$ cat src/rtl/riscv_pkg.sv
// Shared core constants and the fetch-stage state type.
package riscv_pkg;

   localparam int          XLEN      = 32;
   localparam logic [31:0] INSTR_NOP = 32'h0000_0013;

   typedef enum logic [1:0] {
      FETCH_IDLE,
      FETCH_RUN,
      FETCH_DRAIN
   } fetch_state_t;

endpackage

$ cat src/rtl/fetch_fifo.sv
// Small synchronous first-word-fall-through FIFO with flush; read data is the
// registered head entry, so it stays stable until popped.
module fetch_fifo #(
   parameter int WIDTH = 32,
   parameter int DEPTH = 2,
   localparam int AW = (DEPTH > 1) ? $clog2(DEPTH) : 1,
   localparam int CW = $clog2(DEPTH + 1)
) (
   input  logic             clk,
   input  logic             rst_n,
   input  logic             flush,
   input  logic             push,
   input  logic [WIDTH-1:0] wdata,
   input  logic             pop,
   output logic [WIDTH-1:0] rdata,
   output logic             full,
   output logic             empty,
   output logic [CW-1:0]    count
);

   logic [WIDTH-1:0] mem [DEPTH];
   logic [AW-1:0]    wptr_q, rptr_q;
   logic [CW-1:0]    cnt_q;
   logic             do_push, do_pop;

   assign full    = (cnt_q == CW'(DEPTH));
   assign empty   = (cnt_q == '0);
   assign count   = cnt_q;
   assign do_push = push & ~full;
   assign do_pop  = pop & ~empty;
   assign rdata   = mem[rptr_q];

   // pointers and occupancy; flush discards everything, including a same-cycle push
   always_ff @(posedge clk or negedge rst_n) begin
      if (!rst_n) begin
         wptr_q <= '0;
         rptr_q <= '0;
         cnt_q  <= '0;
      end else if (flush) begin
         wptr_q <= '0;
         rptr_q <= '0;
         cnt_q  <= '0;
      end else begin
         if (do_push) wptr_q <= wptr_q + AW'(1);
         if (do_pop)  rptr_q <= rptr_q + AW'(1);
         cnt_q <= cnt_q + CW'(do_push) - CW'(do_pop);
      end
   end

   // storage array, no reset needed: entries are only read while counted valid
   always_ff @(posedge clk) begin
      if (do_push && !flush) mem[wptr_q] <= wdata;
   end

endmodule

$ cat src/rtl/instr_fetch_unit.sv
// Stage-1 fetch: PC, credit-limited imem requests, in-order response buffering
// and a valid/ready hand-off to decode. Redirects flush and drop stale responses.
module instr_fetch_unit
   import riscv_pkg::*;
#(
   parameter logic [31:0] RESET_PC   = 32'h0000_0000,
   parameter int          FIFO_DEPTH = 2
) (
   input  logic            clk,
   input  logic            rst_n,
   input  logic            redirect_i,
   input  logic [XLEN-1:0] redirect_pc_i,
   output logic            imem_req_o,
   output logic [XLEN-1:0] imem_addr_o,
   input  logic            imem_gnt_i,
   input  logic            imem_rvalid_i,
   input  logic [XLEN-1:0] imem_rdata_i,
   output logic            if_valid_o,
   output logic [XLEN-1:0] if_instr_o,
   output logic [XLEN-1:0] if_pc_o,
   input  logic            if_ready_i
);

   localparam int CW = $clog2(FIFO_DEPTH + 1);

   fetch_state_t      state_q, state_d;
   logic [XLEN-1:0]   pc_q;
   logic [CW-1:0]     inflight_q, inflight_d;
   logic [CW-1:0]     drop_cnt_q, drop_cnt_d;
   logic [CW:0]       credit_used;
   logic              fire, rv_ok, rsp_keep;

   logic [2*XLEN-1:0] ibuf_rdata;
   logic              ibuf_full, ibuf_empty;
   logic [CW-1:0]     ibuf_count;
   logic [XLEN-1:0]   pend_pc;
   logic              pend_full, pend_empty;
   logic [CW-1:0]     pend_count;

   assign credit_used = {1'b0, inflight_q} + {1'b0, ibuf_count};
   assign fire        = imem_req_o & imem_gnt_i;
   assign rv_ok       = imem_rvalid_i & (inflight_q != '0);
   // a response is kept only outside drain and when no redirect kills it this cycle
   assign rsp_keep    = rv_ok & (drop_cnt_q == '0) & ~redirect_i;

   // next-state, request credit and in-flight/drop bookkeeping
   always_comb begin
      state_d    = state_q;
      imem_req_o = 1'b0;
      inflight_d = inflight_q + CW'(fire) - CW'(rv_ok);
      drop_cnt_d = drop_cnt_q;
      if (redirect_i)
         drop_cnt_d = inflight_q - CW'(rv_ok);
      else if (rv_ok && drop_cnt_q != '0)
         drop_cnt_d = drop_cnt_q - CW'(1);
      case (state_q)
         FETCH_IDLE: state_d = FETCH_RUN;
         FETCH_RUN: begin
            imem_req_o = ~redirect_i & (credit_used < (CW+1)'(FIFO_DEPTH));
            if (redirect_i && drop_cnt_d != '0) state_d = FETCH_DRAIN;
         end
         FETCH_DRAIN: if (drop_cnt_d == '0) state_d = FETCH_RUN;
         default: state_d = FETCH_IDLE;
      endcase
   end

   // state, PC and counters
   always_ff @(posedge clk or negedge rst_n) begin
      if (!rst_n) begin
         state_q    <= FETCH_IDLE;
         pc_q       <= RESET_PC;
         inflight_q <= '0;
         drop_cnt_q <= '0;
      end else begin
         state_q    <= state_d;
         inflight_q <= inflight_d;
         drop_cnt_q <= drop_cnt_d;
         if (redirect_i) pc_q <= {redirect_pc_i[XLEN-1:2], 2'b00};
         else if (fire)  pc_q <= pc_q + XLEN'(4);
      end
   end

   // instruction buffer: {pc, instr}, head is what decode sees
   fetch_fifo #(.WIDTH(2*XLEN), .DEPTH(FIFO_DEPTH)) u_ibuf (
      .clk   (clk),
      .rst_n (rst_n),
      .flush (redirect_i),
      .push  (rsp_keep),
      .wdata ({pend_pc, imem_rdata_i}),
      .pop   (if_ready_i),
      .rdata (ibuf_rdata),
      .full  (ibuf_full),
      .empty (ibuf_empty),
      .count (ibuf_count)
   );

   // PCs of granted requests awaiting their response
   fetch_fifo #(.WIDTH(XLEN), .DEPTH(FIFO_DEPTH)) u_pend (
      .clk   (clk),
      .rst_n (rst_n),
      .flush (redirect_i),
      .push  (fire),
      .wdata (pc_q),
      .pop   (rv_ok & (drop_cnt_q == '0)),
      .rdata (pend_pc),
      .full  (pend_full),
      .empty (pend_empty),
      .count (pend_count)
   );

   assign imem_addr_o = pc_q;
   assign if_valid_o  = ~ibuf_empty;
   assign if_instr_o  = if_valid_o ? ibuf_rdata[XLEN-1:0] : INSTR_NOP;
   assign if_pc_o     = if_valid_o ? ibuf_rdata[2*XLEN-1:XLEN] : '0;

   a_rv_orphan: assert property (@(posedge clk) disable iff (!rst_n)
      imem_rvalid_i |-> inflight_q != '0);
   a_ibuf_ovf:  assert property (@(posedge clk) disable iff (!rst_n)
      rsp_keep |-> !ibuf_full);
   a_pend_ovf:  assert property (@(posedge clk) disable iff (!rst_n)
      fire |-> !pend_full);
   a_pend_head: assert property (@(posedge clk) disable iff (!rst_n)
      (imem_rvalid_i && drop_cnt_q == '0) |-> !pend_empty);
   a_pend_sync: assert property (@(posedge clk) disable iff (!rst_n)
      (state_q == FETCH_RUN) |-> pend_count == inflight_q);

endmodule

$ cat config.mk
export PLATFORM = sky130hd
export DESIGN_NAME = instr_fetch_unit
export DESIGN_NICKNAME = d
export VERILOG_FILES = /design/src/rtl/riscv_pkg.sv /design/src/rtl/fetch_fifo.sv /design/src/rtl/instr_fetch_unit.sv
export SDC_FILE = /design/constraint.sdc
export NUM_CORES = 1
export LEC_CHECK = 0
export CAP_MARGIN = 20
export CORE_ASPECT_RATIO = 1.75
export CORE_MARGIN = 5
export CORE_UTILIZATION = 55
export DETAILED_ROUTE_END_ITERATION = 8
export GPL_TIMING_DRIVEN = 0
export PLACE_DENSITY_LB_ADDON = 0.3
export SYNTH_ARGS = -nofsm -noshare
export SYNTH_HDL_FRONTEND = slang
export SYNTH_HIERARCHICAL = 1
export SYNTH_SLANG_ARGS = --single-unit
$ cat constraint.sdc
create_clock -name clk -period 11.4 [get_ports clk]
set_clock_uncertainty 0.15 [all_clocks]
set_input_delay 1.14 -clock clk [delete_from_list [all_inputs] [get_ports clk]]
set_output_delay 1.14 -clock clk [all_outputs]
set_load 0.03 [all_outputs]
After elaboration in Yosys (flattened, before gate mapping)
Memories as Yosys holds them, arrays and structs flattened.
Index checks and enable logic that the tools add are counted.

storage, ports and cells
  bits in registers = 46
  latch bits = 0
  RAM bits = 192
  ROM bits = 0
  bits of input ports = 70
  output and inout bits = 98
  logic and storage cells = 90
  memories kept = 2

cells by class
  $add $sub $neg = 14
  multiply operators = 0
  divide/modulo/power cells = 0
  magnitude comparators = 1
  eq/ne operators = 6
  shift-type cells = 0
  muxes and demuxes = 24
  bitwise logic cells = 14
  reduce and logical (&&, ||, !) cells = 19

memories
  memory      words  width  rd ports  clocked after memory_dff  wr ports  RTL line          source
  u_ibuf.mem  2      64     1         0                         1         fetch_fifo.sv:21  logic [WIDTH-1:0] mem [DEPTH];
  u_pend.mem  2      32     1         0                         1         fetch_fifo.sv:21

operator list
  operator                                                                      number
  32-bit 2-to-1 mux                                                             4
  32-bit by 3-bit adder with 32-bit output, second input constant               1
  2-bit nonzero test                                                            8
  1-bit 2-to-1 mux                                                              13
  2-bit 2-to-1 mux                                                              6
  2-bit zero test                                                               5
  1-bit AND                                                                     9
  2-bit by 1-bit subtractor with 2-bit output                                   4
  2-bit by 1-bit adder with 2-bit output                                        3
  2-bit == test, second input constant                                          3
  2-bit case mux with 3 select lines                                            1
  1-bit inverter                                                                5
  1-bit adder, second input constant                                            4
  1-bit logical AND                                                             4
  2-bit != test, second input constant                                          2
  2-bit by 2-bit adder with 3-bit output                                        1
  3-bit by 2-bit less-than comparator with 1-bit output, second input constant  1
  2-bit by 1-bit == test with 1-bit output, second input constant               1
  2-bit AND reduction                                                           1
  2-bit by 1-bit subtractor with 2-bit output, second input constant            1
  1-bit zero test                                                               1

Longest topological paths before layout
Gate-level depths: netlist of run 1.

  depth in word-level cells = 9
  mapped depth = 13
  gate-level depth less buffers = 12

Cells and area by module
The synthesis of run 1 kept the hierarchy.

by module, submodules not included
  module                instances  cells each  area an instance (um^2)
  fetch_fifo at u_ibuf  1          222         5074.9
  instr_fetch_unit      1          335         2748.9
  fetch_fifo at u_pend  1          123         2682.6

Worst setup path before layout of run 1
OpenSTA, ideal clock, no wires.

  path kind = input-to-reg
  from = input redirect_i
  to = memory u_ibuf/mem[1][0] in the netlist's numbering, enable pin
  arrival = 6647 ps
  path slack = 4025 ps
  stages = 5
  cells stage by stage = clkbuf_1 > clkbuf_1 > nor3_1 > nand2b_4 > nor3b_1

between the ends
  word-level cells in the longest chain between the ends = 6
  elaborated cells on any way between the ends = 7
  classes of those cells = 2 x mux; 3 x bitwise; 2 x reduce/logical

ends and longest elaborated chain
  what                                    RTL line                source
  from (decl)                             instr_fetch_unit.sv:11  input logic redirect_i,
  1-bit inverter                          instr_fetch_unit.sv:44  assign rsp_keep = rv_ok & (drop_cnt_q == '0) & ~redirect_i;
  1-bit AND                               instr_fetch_unit.sv:44
  via rsp_keep                            instr_fetch_unit.sv:31  logic fire, rv_ok, rsp_keep;
  1-bit AND                               fetch_fifo.sv:29        assign do_push = push & ~full;
  1-bit logical AND                       fetch_fifo.sv:52        if (do_push && !flush) mem[wptr_q] <= wdata;
  1-bit 2-to-1 mux                        fetch_fifo.sv:52
  1-bit 2-to-1 mux (not written as such)  fetch_fifo.sv:52
  to (decl)                               fetch_fifo.sv:21

The timed path passes the listed nets, and every way through them passes these cells.

Final worst setup path of run 1
  from = input redirect_i
  to = memory u_ibuf/mem[1][41] in the netlist's numbering, enable pin

Same word-level chain as after synthesis.

==> out/metrics.cfg, run 1 <==
[outcome]
run_status = completed

[placement]
globalplace.congestion = 1.012
dp.cells = 1103
post-dp-hpwl_microns = 16530
io_buffer_count = 163

[detailed_routing]
drc = 0
avgRoutedWirePerCell_microns = 19.88
totalWireLength_microns = 22670
drt_iter0_drc = 318
met3WireLength_microns = 1437
met1_length_microns = 7840
dr_total_vias = 6458
met2RoutedLength_microns = 12500
firstDrtPassIters = 5
routed.top_layer = met4
ant_nets = 0
route.detailed.vias_per_inst = 5.665

[clock_tree]
clk_latency_ns = 0.49
cts_tree = yes
cts-root-buf = sky130_fd_sc_hd__clkbuf_16
clock_tree.htree_level_count = 1
ctsHoldBuffers = 0
cts.repair_timing.setup_buffer_count = 0
cts_buffers = 21
clockBufferDepth = 3
register_clock_pin_slew_on_the_reported_worst_setup_and_hold_paths_ns = 0.07
post_cts.resized_instances = 0
cts_num_sinks = 236

[global_routing]
grt_first_pass_wirelength_microns = 35950
grt_start_max_net_pins = 37
initial_antenna_violation_count = 0
first_global_vias = 6945
globalRouteTotalUtil_pct = 20.69
grt_overflow_total = 0

[timing]
setup_viol_count_final = 0
max_slew_margin_pct = 27.71
report.final.slew_viol_count = 0
totalNegativeSetupSlack_ns = 0
timing.final.hold_violations = 0
worst-slew-pin-transition_ns = 1.080
grt_setup_unrepaired = false
max_freq_mhz = 201.0
final_period_minus_worst_setup_slack_ns = 4.975
finalCritPeriodShare_pct = 43.64

[die]
io-pin-count = 168
coreArea_sq_mm = 0.01895
die_y_microns = 192.8
die_area_sq_mm = 0.02207
initial_standard_cell_utilization_of_the_core_pct = 55.44
std_cell_rows = 67
fp.dieW_microns = 114.5

[power_and_ir_drop]
cellPowerDensity_mw_per_mm2 = 209.0
vdd.ir_drop.worst_mv = 0.1455
p_leak_nw = 4.841

[final_layout]
area_growth_pct = 27.14
n_antenna_cell = 0
nNetsFinal = 965
drive_gt1_share_pct = 21.58
finalNonFillerCells = 1140

[flow_run]
maxCapViolCount = 0

[synth]
syn_area_per_cell_sq_um = 15.47
yosys_warnings = 6
synth_area_sq_mm = 0.01050
syn_inst = 679

[critical_path]
crit_arrival_ns = 5.02
crit_fanout = 19
critical-path-slowest-cell = sky130_fd_sc_hd__nor3b_2
timing.critical_path.required_ns = 11.44
timing.critical_path.from_type = input pin
worst_path_bufs_invs = 7
worst_setup_path_end_kind = register
crit_path_cell_trace = clkdlybuf4s50_1 > clkbuf_1 > clkbuf_1 > nor3_1 > nand2b_4 > nor3b_2 > buf_8 > buf_8 > buf_6 > buf_6
cell_family_with_the_largest_share_of_critical_path_delay = buffers and inverters
critical-path-max-stage-delay_ns = 0.89
criticalPathCategory = input pin to register

[hold_path]
hold_path_class = input pin to asynchronous set/reset pin

[stage by stage]
step,instance area [sq um],worst slack (ns),utilization (%),power [mW],hold WS [ns]
after floorplan,10520,4.025,-,1.721,0.3443
after global placement,12450,0.5831,65.74,2.074,0.3643
after detailed placement,12670,5.928,66.87,2.108,0.3902
after CTS,13350,6.425,70.48,2.814,0.3449
after global routing,13350,6.170,70.48,2.914,0.3592
final,13350,6.425,70.48,2.791,0.3580
[cells in the final DEF (no fill, tap or decap), types with 8 or more instances in the layout]
| cell | n |
|---|---|
| sky130_fd_sc_hd__a21oi_1 | 10 |
| sky130_fd_sc_hd__a31oi_1 | 8 |
| sky130_fd_sc_hd__and2_1 | 8 |
| sky130_fd_sc_hd__buf_6 | 17 |
| sky130_fd_sc_hd__clkbuf_1 | 16 |
| sky130_fd_sc_hd__clkbuf_16 | 21 |
| sky130_fd_sc_hd__clkdlybuf4s50_1 | 162 |
| sky130_fd_sc_hd__dfrtp_1 | 44 |
| sky130_fd_sc_hd__edfxtp_1 | 192 |
| sky130_fd_sc_hd__ha_1 | 9 |
| sky130_fd_sc_hd__inv_1 | 15 |
| sky130_fd_sc_hd__mux2_2 | 17 |
| sky130_fd_sc_hd__mux2_4 | 81 |
| sky130_fd_sc_hd__nand2_1 | 33 |
| sky130_fd_sc_hd__nand3_1 | 14 |
| sky130_fd_sc_hd__nand4_1 | 10 |
| sky130_fd_sc_hd__nor2_1 | 21 |
| sky130_fd_sc_hd__nor2b_1 | 65 |
| sky130_fd_sc_hd__o21ai_0 | 20 |
[final timing paths]
check | from | endpoint | slack [ns] | cells past startpoint
min reg2reg | state_q[0]$_DFFE_PN0P_ | state_q[0]$_DFFE_PN0P_ | 0.40 | 1
max | redirect_i | u_ibuf/mem[1][41]$_DFFE_PP_ | 6.42 | 10
min in group clk | state_q[0]$_DFFE_PN0P_ | state_q[0]$_DFFE_PN0P_ | 0.40 | 1
max in group asynchronous | rst_n | imem_addr_o[12]$_DFFE_PN0P_ | 10.26 | 2
max reg2reg | u_ibuf/count[0]$_DFF_PN0_ | u_pend/mem[1][10]$_DFFE_PP_ | 7.38 | 10
min | rst_n | drop_cnt_q[0]$_DFF_PN0_ | 0.36 | 1
[layer usage]
metal / track usage [%] / up-vias
met2: 39.03 / 310
met3: 3.044 / 67
met4: 8.962 / 0
li1: - / 2942
met5: 0 / -
met1: 22.58 / 3139
[report_power, final]
group	internal [mW]	switching (mW)	total, mW	leakage [nW]
sequential	1.01	0.0813	1.09	2.28
clock	0.407	0.297	0.704	0.338
combinational	0.442	0.553	0.995	2.23
total	1.86	0.931	2.79	4.84
[state kept, by name, indices dropped and copies added (netlist names), 2 cells and up]
signal        cells
state_q           2
u_ibuf/mem      128
u_ibuf/count      2
inflight_q        2
drop_cnt_q        2
u_pend/count      2
imem_addr_o      30
u_pend/mem       64
[area by class of cell]
cell class              instances  area, sq um
fillers                      1273         5593
inverters                      16        60.06
multi-input cells             400         3401
clock buffers                  23        533.0
clock inverters                14        150.1
flip-flops and latches        236         6867
well taps                     241        301.5
plain buffers                  32        214.0
repair buffers                178         1827
Power figures use the tool's default switching activity.
==> run 2, diff against run 1 <==
CORE_UTILIZATION = 54   (was 55)
clock period = 4.6 ns   (was 11.4 ns; I/O delays follow)
==> out/metrics.cfg, run 2 (same netlist as run 1, synthesis figures left out) <==
[final_layout]
n_antenna_cell = 0  ; unchanged
largest_register_ff_count = 128  ; unchanged
layout.filler_cells = 1284  ; +0.86%
layout.cells.most_common_list = 192 x sky130_fd_sc_hd__edfxtp_1, 162 x sky130_fd_sc_hd__clkdlybuf4s50_1, 81 x sky130_fd_sc_hd__mux2_4
finalNonFillerCells = 1136  ; -0.35%
nNetsFinal = 960  ; -0.52%
largest-register = u_ibuf/mem
area_growth_pct = 26.97
layout.cells.most_common = sky130_fd_sc_hd__edfxtp_1
drive_gt1_share_pct = 21.12  ; -0.46 points

[clock_tree]
cts_buffers = 21  ; unchanged
post_cts.resized_instances = 0  ; unchanged
register_clock_pin_slew_on_the_reported_worst_setup_and_hold_paths_ns = 0.07  ; about the same
cts-root-buf = sky130_fd_sc_hd__clkbuf_16
cts_num_sinks = 236  ; unchanged
cts_tree = yes
clk_latency_ns = 0.49  ; about the same
clockBufferDepth = 3  ; unchanged
clock_tree.htree_level_count = 1  ; unchanged

[flow_run]
maxCapViolCount = 0  ; unchanged

[detailed_routing]
drc = 0  ; unchanged
firstDrtPassIters = 4  ; -1
ant_nets = 0  ; unchanged
dr_total_vias = 6383  ; -1.2%
avgRoutedWirePerCell_microns = 19.67  ; -1.1%
route.detailed.vias_per_inst = 5.619  ; -0.81%
drt_iter0_drc = 297  ; -6.6%
totalWireLength_microns = 22340  ; -1.4%

[critical_path]
timing.critical_path.from_type = input pin
critical_path_source = redirect_i
worst_setup_path_end_kind = register
r2r_slack_ns = 0.86  ; -6.52 ns
timing.reg2reg.worst_path_depth = 9  ; -1
crit_fanout = 19  ; unchanged
r2r_start = u_ibuf/count[0]$_DFF_PN0_
crit_arrival_ns = 4.05  ; -0.97 ns
worst_r2r_endpoint = u_pend/mem[1][13]$_DFFE_PP_
timing.critical_path.required_ns = 4.63  ; -6.81 ns
criticalPathCategory = input pin to register

[power_and_ir_drop]
intPower_mw = 4.556  ; +140%
p_leak_nw = 4.830  ; -0.21%
power_frac_seq_pct = 39.5  ; +0.4 points
clock_power_share_pct = 24.6  ; -0.6 points
vdd.ir_drop.worst_mv = 0.4242  ; +190%
net_switching_power_mw = 2.296  ; +150%
comb_power_share_pct = 35.9  ; +0.3 points
cellPowerDensity_mw_per_mm2 = 513.8  ; +150%
swShare_pct = 33.51  ; +0.15 points

[placement]
post-dp-hpwl_microns = 16430  ; -0.65%
place_ws_ns = 0.08634  ; -5.842 ns
io_buffer_count = 163  ; unchanged
dp.cells = 1097  ; -0.54%
globalplace.congestion = 1.002  ; -0.97%

[timing]
max_slew_margin_pct = 35.98  ; +8.3 points
max_freq_mhz = 249.1
worst-slew-pin-transition_ns = 0.9573  ; -0.1224 ns
layout_setup_ws_ns = 0.5850  ; -5.840 ns
grt_setup_unrepaired = false
setup_viol_count_final = 0  ; unchanged
report.final.slew_viol_count = 0  ; unchanged
finalCritPeriodShare_pct = 87.28
timing.final.hold_violations = 0  ; unchanged
final_period_minus_worst_setup_slack_ns = 4.015

[global_routing]
first_global_vias = 7102  ; +2.3%
grt_first_pass_wirelength_microns = 36170  ; +0.61%
globalRouteTotalUtil_pct = 20.17  ; -0.52 points
initial_antenna_violation_count = 0  ; unchanged
grt_overflow_total = 0  ; unchanged
grt_start_max_net_pins = 31  ; -16%

[die]
die_area_sq_mm = 0.02245  ; +1.7%
initial_standard_cell_utilization_of_the_core_pct = 54.71  ; -0.73 points
fp.dieW_microns = 115.4  ; +0.84%
std_cell_rows = 67  ; unchanged
io-pin-count = 168  ; unchanged
die_y_microns = 194.5  ; +0.87%
coreArea_sq_mm = 0.01920  ; +1.3%

[outcome]
run_status = completed

[hold_path]
hold_path_class = input pin to asynchronous set/reset pin

-- run 2: changes by cell type in the layout (fill, tap and decap cells not counted), sizes merged --
| cell | delta |
|---|---|
| buf | -6 |
| bufinv | -1 |
| clkbuf | -2 |
| clkinv | +4 |
| clkinvlp | -1 |
| dlygate4sd3 | +1 |
| inv | +1 |
-- run 2: layer usage --
metal | GRT usage [%] | share of wire [%]
met5 | 0 | 0
met4 | 8.964 | 4.4
met2 | 36.98 | 55
met1 | 22.52 | 34
met3 | 3.111 | 6.8
-- run 2: per-stage QoR --
step | util (%) | total power [mW] | instance area [sq um] | TNS (ns) | hold slack (ns)
6_report | 69.46 | 6.852 | 13340 | 0 | 0.2616
4_1_cts | 69.46 | 6.921 | 13340 | 0 | 0.2517
3_5_place_dp | 65.95 | 5.219 | 12660 | 0 | 0.2454
5_1_grt | 69.46 | 7.184 | 13340 | 0 | 0.2932
2_1_floorplan | - | 4.264 | 10540 | 0 | 0.01441
3_3_place_gp | 64.98 | 5.121 | 12470 | -321.14 | 0.3570
-- run 2: layout make-up --
cell class,instances,area [sq um],area share [%]
Clock buffer,21,525.5,3.941
Multi-Input combinational cell,400,3426,25.69
Sequential cell,236,6867,51.49
Timing Repair Buffer,173,1802,13.51
Inverter,16,60.06,0.4504
Buffer,32,214.0,1.604
Tap cell,241,301.5,2.261
Clock inverter,17,140.1,1.051
-- run 2: power groups by stage --
stage	registers, mW	clock network, mW	logic, mW
CTS	2.70	1.73	2.49
finish	2.71	1.68	2.46
global placement	2.73	0	2.39
global route	2.73	1.83	2.63
detailed placement	2.74	0	2.48
floorplan	2.79	0	1.47
-- run 2: how the worst max path moves through the flow --
stage	endpoint	cells past startpoint
detailed placement	u_ibuf/mem[1][39]$_DFFE_PP_	8
global route	u_ibuf/mem[1][47]$_DFFE_PP_	8
CTS	u_ibuf/mem[1][42]$_DFFE_PP_	8
global placement	u_ibuf/mem[1][37]$_DFFE_PP_	6
finish	u_ibuf/mem[1][37]$_DFFE_PP_	8
floorplan	u_ibuf/mem[1][0]$_DFFE_PP_	5
-- run 2: critical path: stages --
cell,delay (ns)
sky130_fd_sc_hd__clkdlybuf4s50_1,0.89
sky130_fd_sc_hd__clkbuf_1,0.45
sky130_fd_sc_hd__clkbuf_1,0.39
sky130_fd_sc_hd__nor3_1,0.43
sky130_fd_sc_hd__nand2b_4,0.14
sky130_fd_sc_hd__nor3b_4,0.81
sky130_fd_sc_hd__buf_8,0.25
sky130_fd_sc_hd__buf_8,0.20
-- run 2: timing repair --
item	CTS	global route
hold buffers	1	0
setup endpoints to repair	0	0
hold endpoints to repair	14	0
setup buffers	0	0
==> run 3, diff against run 2 <==
CORE_ASPECT_RATIO = 0.8   (was 1.75)
==> out/metrics.cfg, run 3 (same netlist as run 1, synthesis figures left out) <==
[die]
std_cell_rows = 45  ; -33%
die_y_microns = 134.7  ; -31%
coreArea_sq_mm = 0.01903  ; -0.87%
io-pin-count = 168  ; unchanged
initial_standard_cell_utilization_of_the_core_pct = 55.19  ; +0.48 points
die_area_sq_mm = 0.02236  ; -0.41%
fp.dieW_microns = 165.9  ; +44%

[power_and_ir_drop]
p_leak_nw = 4.851  ; +0.43%
cellPowerDensity_mw_per_mm2 = 520.4  ; +1.3%
vdd.ir_drop.worst_mv = 0.3504  ; -17%

[detailed_routing]
drc = 0  ; unchanged
route.detailed.vias_per_inst = 5.547  ; -1.3%
met3WireLength_microns = 1453  ; -4.3%
ant_nets = 0  ; unchanged
totalWireLength_microns = 23020  ; +3.0%
met1_length_microns = 10060  ; +32%
met2RoutedLength_microns = 11240  ; -7.9%
routed.top_layer = met4
drt_iter0_drc = 425  ; +43%
firstDrtPassIters = 5  ; +1
dr_total_vias = 6429  ; +0.72%
avgRoutedWirePerCell_microns = 19.86  ; +0.98%

[final_layout]
largest_register_ff_count = 128  ; unchanged
n_antenna_cell = 0  ; unchanged
largest-register = u_ibuf/mem
drive_gt1_share_pct = 21.20  ; +0.081 points
nNetsFinal = 963  ; +0.31%
layout.cells.most_common = sky130_fd_sc_hd__edfxtp_1
area_of_all_placed_cells_without_fillers_sq_mm = 0.01341  ; +0.56%
area_growth_pct = 27.69
layout.cells.most_common_list = 192 x sky130_fd_sc_hd__edfxtp_1, 162 x sky130_fd_sc_hd__clkdlybuf4s50_1, 81 x sky130_fd_sc_hd__mux2_4

[critical_path]
critical-path-slowest-cell = sky130_fd_sc_hd__clkdlybuf4s50_1
worst_setup_path_end_kind = register
critical-path-max-stage-delay_ns = 0.93  ; +0.04 ns
timing.critical_path.required_ns = 4.66  ; +0.03 ns
crit_fanout = 19  ; unchanged
crit_arrival_ns = 4.04  ; about the same
crit_path_cell_trace = clkdlybuf4s50_1 > clkbuf_1 > clkbuf_1 > nor3_1 > nand2b_4 > nor3b_4 > buf_8 > buf_8
criticalPathCategory = input pin to register
timing.critical_path.from_type = input pin

[timing]
timing.final.hold_violations = 0  ; unchanged
report.final.slew_viol_count = 0  ; unchanged
max_freq_mhz = 251.0  ; +0.76%
final_period_minus_worst_setup_slack_ns = 3.985  ; -0.03026 ns
grt_setup_unrepaired = false
worst-slew-pin-transition_ns = 1.018  ; +0.06054 ns
hold_slack_ns = 0.2687  ; +0.007142 ns
finalCritPeriodShare_pct = 86.62  ; -0.66 points
setup_viol_count_final = 0  ; unchanged
max_slew_margin_pct = 31.93  ; -4.0 points

[clock_tree]
ctsHoldBuffers = 1  ; unchanged
cts_num_sinks = 236  ; unchanged
cts.repair_timing.setup_buffer_count = 0  ; unchanged
cts_tree = yes
clockBufferDepth = 3  ; unchanged
post_cts.resized_instances = 0  ; unchanged
register_clock_pin_slew_on_the_reported_worst_setup_and_hold_paths_ns = 0.06  ; about the same
clk_latency_ns = 0.51  ; +0.02 ns
cts-root-buf = sky130_fd_sc_hd__clkbuf_16
clock_tree.htree_level_count = 1  ; unchanged
cts_buffers = 24  ; +14%

[global_routing]
grt_overflow_total = 0  ; unchanged
first_global_vias = 6583  ; -7.3%
initial_antenna_violation_count = 0  ; unchanged
grt_start_max_net_pins = 29  ; -6.5%
grt_first_pass_wirelength_microns = 36850  ; +1.9%
globalRouteTotalUtil_pct = 20.55  ; +0.38 points

[outcome]
run_status = completed

[placement]
detailed_place.area_sq_mm = 0.01267  ; about the same
io_buffer_count = 163  ; unchanged
globalplace.congestion = 0.8593  ; -14%
post-dp-hpwl_microns = 16490  ; +0.39%

[hold_path]
hold_path_class = input pin to asynchronous set/reset pin

[flow_run]
maxCapViolCount = 0  ; unchanged

run 3: changes by cell type in the layout (fill, tap and decap cells not counted):
cell	previous run	this run
sky130_fd_sc_hd__clkbuf_1	14	19
sky130_fd_sc_hd__clkbuf_16	21	24
sky130_fd_sc_hd__inv_6	2	0
sky130_fd_sc_hd__buf_16	2	1
sky130_fd_sc_hd__buf_8	6	7
sky130_fd_sc_hd__bufinv_16	2	1
sky130_fd_sc_hd__clkinv_1	5	4
sky130_fd_sc_hd__clkinv_8	0	1
sky130_fd_sc_hd__clkinvlp_4	0	1
run 3: area by class of cell:
| cell class | count | area [sq um] |
|---|---|---|
| Sequential cell | 236 | 6867 |
| Fill cell | 1291 | 5620 |
| Multi-Input combinational cell | 400 | 3426 |
| Timing Repair Buffer | 173 | 1789 |
| Clock buffer | 29 | 619.3 |
| Tap cell | 258 | 322.8 |
| Buffer | 32 | 214.0 |
| Clock inverter | 15 | 112.6 |
| Inverter | 16 | 60.06 |
run 3: layer usage:
| metal | global-route usage [%] | vias to the layer above |
|---|---|---|
| met2 | 34.04 | 215 |
| met5 | 0 | - |
| li1 | - | 2966 |
| met4 | 3.481 | 0 |
| met1 | 29.13 | 3223 |
| met3 | 4.068 | 25 |
run 3: worst paths after layout:
check,from,to,slack [ns],cells after the start
max in group asynchronous,rst_n,imem_addr_o[14]$_DFFE_PN0P_,3.52,3
worst min register to register,imem_addr_o[14]$_DFFE_PN0P_,u_pend/mem[0][14]$_DFFE_PP_,0.40,0
worst max-delay path,redirect_i,u_ibuf/mem[1][37]$_DFFE_PP_,0.62,8
worst min-delay path,rst_n,inflight_q[1]$_DFF_PN0_,0.27,2
worst max register to register,u_ibuf/count[0]$_DFF_PN0_,u_pend/mem[1][5]$_DFFE_PP_,0.75,9
min in group clk,redirect_pc_i[3],imem_addr_o[3]$_DFFE_PN0P_,0.37,3
run 3: worst max-delay path: cells and delay by family:
| kind | cells | cell delay, ns |
|---|---|---|
| buffers and inverters | 5 | 2.29 |
| and+or+nand+nor | 3 | 1.26 |
run 3: per-stage QoR:
stage                     setup slack, ns  TNS [ns]  utilization [%]  total power [mW]  instances
after CTS                          0.5829         0            70.47             7.043       1159
final                              0.6153         0            70.47             6.979       1159
after global routing               0.4170         0            70.47             7.282       1159
after floorplan                    0.1646         0                -             4.264        684
after detailed placement          0.04887         0            66.57             5.229       1114
after global placement             -2.627   -363.75            65.66             5.153       1105
run 3: report_power, final:
group	internal, mW	switching [mW]
Combinational	1.09	1.38
Sequential	2.51	0.202
Clock	1.02	0.781
